===== src/rtl/fft_butterfly_pipe.sv =====
// Pipelined radix-2 DIT butterfly: x = a + w*b, y = a - w*b, complex fixed point.
// Ports: clk/rst, in_valid/in_ready/in_last + a,b,w in; out_valid/out_ready/out_last + x,y out.

module multiplier #(
  parameter int N = 16,
  parameter int Q = 8
) (
  input  logic [N-1:0] a,
  input  logic [N-1:0] b,
  output logic [N-1:0] p
);
  logic [N-1:0]   mag_a;
  logic [N-1:0]   mag_b;
  logic [2*N-1:0] mag_p;
  logic [2*N-1:0] prod;
  logic           neg;
  logic           unused_bits;

  // Magnitudes as unsigned N bits so -2^(N-1) is exact.
  always_comb begin
    mag_a = a[N-1] ? -a : a;
    mag_b = b[N-1] ? -b : b;
    mag_p = {{N{1'b0}}, mag_a} * {{N{1'b0}}, mag_b};
    neg   = a[N-1] ^ b[N-1];
    prod  = neg ? -mag_p : mag_p;
  end

  // Bit select of the two's complement product floors.
  assign p = prod[N-1+Q:Q];
  assign unused_bits = ^{prod[2*N-1:N+Q], prod[Q-1:0]};
endmodule

module fft_butterfly_pipe #(
  parameter int N     = 16,
  parameter int Q     = 8,
  parameter int SCALE = 0
) (
  input  logic         clk,
  input  logic         rst,
  input  logic         in_valid,
  output logic         in_ready,
  input  logic         in_last,
  input  logic [N-1:0] a_re,
  input  logic [N-1:0] a_im,
  input  logic [N-1:0] b_re,
  input  logic [N-1:0] b_im,
  input  logic [N-1:0] w_re,
  input  logic [N-1:0] w_im,
  output logic         out_valid,
  input  logic         out_ready,
  output logic         out_last,
  output logic [N-1:0] x_re,
  output logic [N-1:0] x_im,
  output logic [N-1:0] y_re,
  output logic [N-1:0] y_im
);
  typedef struct packed {
    logic [N-1:0] re;
    logic [N-1:0] im;
  } cplx_t;

  typedef struct packed {
    cplx_t a;
    cplx_t b;
    cplx_t w;
    logic  last;
  } s1_t;

  typedef struct packed {
    cplx_t a;
    cplx_t t;
    logic  last;
  } s2_t;

  typedef struct packed {
    cplx_t x;
    cplx_t y;
    logic  last;
  } s3_t;

  s1_t  s1;
  s2_t  s2;
  s3_t  s3;
  logic v1, v2, v3;
  logic ld1, ld2, ld3, ld4;

  logic [N-1:0] p_rr, p_ii, p_ri, p_ir;
  cplx_t        t_nxt;
  cplx_t        x_nxt;
  cplx_t        y_nxt;

  // Each stage moves when empty or when the next one moves.
  assign ld4       = out_ready;
  assign ld3       = ~v3 | ld4;
  assign ld2       = ~v2 | ld3;
  assign ld1       = ~v1 | ld2;
  assign in_ready  = ld1;
  assign out_valid = v3;

  multiplier #(.N(N), .Q(Q)) u_rr (
    .a(s1.b.re), .b(s1.w.re), .p(p_rr)
  );
  multiplier #(.N(N), .Q(Q)) u_ii (
    .a(s1.b.im), .b(s1.w.im), .p(p_ii)
  );
  multiplier #(.N(N), .Q(Q)) u_ri (
    .a(s1.b.re), .b(s1.w.im), .p(p_ri)
  );
  multiplier #(.N(N), .Q(Q)) u_ir (
    .a(s1.b.im), .b(s1.w.re), .p(p_ir)
  );

  // SCALE keeps the carry bit and drops the LSB.
  function automatic logic [N-1:0] fit(input logic [N:0] v);
    fit = (SCALE != 0) ? v[N:1] : v[N-1:0];
  endfunction

  function automatic logic [N:0] sx(input logic [N-1:0] v);
    sx = {v[N-1], v};
  endfunction

  always_comb begin
    t_nxt.re = p_rr - p_ii;
    t_nxt.im = p_ri + p_ir;
    x_nxt.re = fit(sx(s2.a.re) + sx(s2.t.re));
    x_nxt.im = fit(sx(s2.a.im) + sx(s2.t.im));
    y_nxt.re = fit(sx(s2.a.re) - sx(s2.t.re));
    y_nxt.im = fit(sx(s2.a.im) - sx(s2.t.im));
  end

  always_ff @(posedge clk) begin
    if (rst) begin
      v1 <= 1'b0;
      v2 <= 1'b0;
      v3 <= 1'b0;
      s1 <= '0;
      s2 <= '0;
      s3 <= '0;
    end else begin
      if (ld1) begin
        v1 <= in_valid;
        if (in_valid) begin
          s1.a    <= '{re: a_re, im: a_im};
          s1.b    <= '{re: b_re, im: b_im};
          s1.w    <= '{re: w_re, im: w_im};
          s1.last <= in_last;
        end
      end
      if (ld2) begin
        v2 <= v1;
        if (v1) begin
          s2.a    <= s1.a;
          s2.t    <= t_nxt;
          s2.last <= s1.last;
        end
      end
      if (ld3) begin
        v3 <= v2;
        if (v2) begin
          s3.x    <= x_nxt;
          s3.y    <= y_nxt;
          s3.last <= s2.last;
        end
      end
    end
  end

  assign x_re     = s3.x.re;
  assign x_im     = s3.x.im;
  assign y_re     = s3.y.re;
  assign y_im     = s3.y.im;
  assign out_last = s3.last;
endmodule


===== config.mk =====
export PLATFORM = sky130hd
export DESIGN_NAME = fft_butterfly_pipe
export DESIGN_NICKNAME = d
export VERILOG_FILES = /design/src/rtl/fft_butterfly_pipe.sv
export SDC_FILE = /design/constraint.sdc
export NUM_CORES = 2
export LEC_CHECK = 0
export ABC_CLOCK_PERIOD_IN_PS = 11800
export BUFFER_PORTS_ARGS = -buffer_cell sky130_fd_sc_hd__buf_2
export CAP_MARGIN = 10
export CORE_AREA = 3 3 302 304
export DETAILED_ROUTE_END_ITERATION = 8
export DIE_AREA = 0 0 305 307
export PLACE_DENSITY = 0.65
export SYNTH_ARGS = -nofsm -noshare
export SYNTH_HDL_FRONTEND = slang
export SYNTH_HIERARCHICAL = 1
export SYNTH_SLANG_ARGS = --single-unit

===== constraint.sdc =====
create_clock -name clk -period 11.8 [get_ports clk]
set_input_delay 3.54 -clock clk [delete_from_list [all_inputs] [get_ports clk]]
set_output_delay 3.54 -clock clk [all_outputs]
set_load 0.05 [all_outputs]

==> metrics <==
Clock transition at path regs=80 ps; CTS tree=done; Worst Path Required=~12000 ps; commonest non-fill, non-tap cell in the layout=inv_1; placed inst area=roughly 47000 sq um; Initial DRT Pass Iterations=6; Sequential Area=4570 sq um; P&R area growth vs syn=7.78%; synthesized area per cell=8.08 sq um; largest net degree at the start of global routing=93; initial antenna violation count=5; relative slew slack=0.120; Worst path max stage delay=990 ps; RSZ-0062 raised after global routing=false; Inserted Clock Buffers=29; Setup TNS=0 ps; Critical Path Slowest Stage Cell=xnor2_1; CTS H-tree lvls=1; die height=~300 um; Final Max Tran Viols=0; critical path class=reg -> reg; GP Congestion=about 0.9; Yosys warnings=6; worst-margin pin slew=1300 ps; Hold Fails Final Rpt=0; die width=305 um; clock skew=around 69 ps; antenna-violating nets left=0; clk buf depth=3; Hold Crit Class=reg -> reg; asr flop ratio synth=0; Clk Latency, worst-skew pair=~660 ps; NumNets Final=6734; crit path launch type=register; #FFs+latches synth=228; peak supply drop=0.198 mV; period utilization=0.871; layout cell share with drive strength beyond 1=0.0748; critical path peak fanout=17; total number of vias=about 37000; PostCTS Resize Cnt=0; area of the multi-input gates=35300 sq um; most frequent cells in the layout=inv_1, nand2_1, fa_1; post-synth top area share=0.307; DR DRC count=0; Post-DP HPWL=106 mm; initial DRC count=~2700; leading area contributor after synthesis=fa_1; register area share after synthesis=0.103; design area=approximately 48000 sq um; GRT Util Overall=0.280; row cnt=~110; Max Fclk=97.3 MHz; Post-Syn Nets=6616; Setup Fix Bufs, Post-CTS=0; Arr. time, crit path=between 10000 and 15000 ps; CTS Sinks=between 200 and 250; vias in the first global route=between 30000 and 40000; Core Area=between 80000 and 90000 sq um; final setup fails=0; min Tclk post-route=~10000 ps; EDFF count, synth=0; status=finished, final reports clean; initial cell density of the core=0.499; CTS hold repair buffers=0; Max Cap Viol=0; Power per Cell Area=~170 nW/um^2; Root Buffer=clkbuf_16; Routed WL=about 130 mm; count of cell types in the netlist=100; Post-Synthesis Cells=between 5000 and 6000; CP endpoint kind=register; leading post-synthesis cells by cell area=fa_1, ha_1, dfxtp_1, inv_1, nand2_1; drt wl/cell=about 19 um; Mapped Area=44200 sq um; Top cell by count, worst path=fa_1; # IOs=around 170; Synth Flop Type=dfxtp_1; die area=93600 sq um; Pleak=between 20 and 25 nW; PortBufs=between 150 and 200; DR vias/cell=5.48; first-pass GRT wire length=about 210 mm; grt total ovfl=0; Pwr Total=~8.1 mW; Filler cells=around 8500
## area by class of cell
type,instances,area share
inverters,966,0.0762
repair buffers,275,0.0348
clock buffers,37,0.0169
clock inverters,17,0.00442
multi-input cells,4081,0.741
well taps,1165,0.0306
flip-flops and latches,228,0.0959
diodes,2,0.000105
## stage by stage
step / instances / worst slack, ps / hold WS, ps / utilization
6_report: 6771 / 1520 / 388 / 0.538
5_1_grt: 6769 / 1020 / 444 / 0.538
3_5_place_dp: 6715 / 1620 / 442 / 0.526
4_1_cts: 6769 / 1590 / 394 / 0.538
3_3_place_gp: 6715 / 1670 / 435 / 0.526
2_1_floorplan: 5463 / 2280 / 432 / -
## per-layer routing
layer  track usage  vias to the layer above  wire length, um
met3        0.0439                      260             9830
met2         0.456                     1337            59100
met5             0                        -               41
met1         0.385                    18144            57300
met4        0.0900                        6             4950
li1              -                    17348                -
## flip-flops by register name, indices dropped and copies added, names as in the netlist, 15 cells and up
| signal | flops |
|---|---|
| y_im | 15 |
| y_re | 15 |
| s2 | 65 |
| s1 | 97 |
| x_im | 16 |
| x_re | 16 |
## report_power, final
group | total [mW] | switching (mW) | internal (mW)
logic | 6.23 | 3.80 | 2.43
clock network | 0.973 | 0.417 | 0.556
registers | 0.928 | 0.0862 | 0.842
## final timing paths
| check | startpoint | endpoint | slack (ps) | cells after the start |
|---|---|---|---|---|
| worst min-delay path | s1[92] | s2[60] | 390 | 2 |
| worst min register to register | s1[92] | s2[60] | 390 | 2 |
| worst max register to register | s1[49] | s2[29] | 1520 | 35 |
| worst max-delay path | s1[49] | s2[29] | 1520 | 35 |
## synth_stat cells (all sizes together), types with 18 or more instances
master,count
inv,962
or4,18
nand3,37
a211oi,42
buf,19
nor3,42
o21bai,25
o31ai,42
o21a,26
fa,678
o41ai,21
nand2,882
dfxtp,228
or3,30
o21ai,129
a21oi,308
xor2,153
xnor2,273
nor2,566
ha,374
nand2b,65
and2,30
nor2b,34
o211ai,20
a21o,47
clkbuf,169
## logic make-up after synthesis
| family | synth area share |
|---|---|
| flops | 0.103 |
| compound gates | 0.116 |
| buf+inv | 0.0991 |
| fa+ha+maj | 0.413 |
| xor+xnor | 0.0899 |
| mux | 0.000907 |
| simple gates | 0.178 |
## worst max-delay path: cells and delay by family, from the launching register on
family | cells | cell delay [ps]
compound gates | 11 | 2750
xor+xnor | 4 | 1760
fa+ha+maj | 9 | 3780
buf+inv | 5 | 730
flops | 1 | 300
simple gates | 6 | 830
Power figures use the tool's default switching activity.
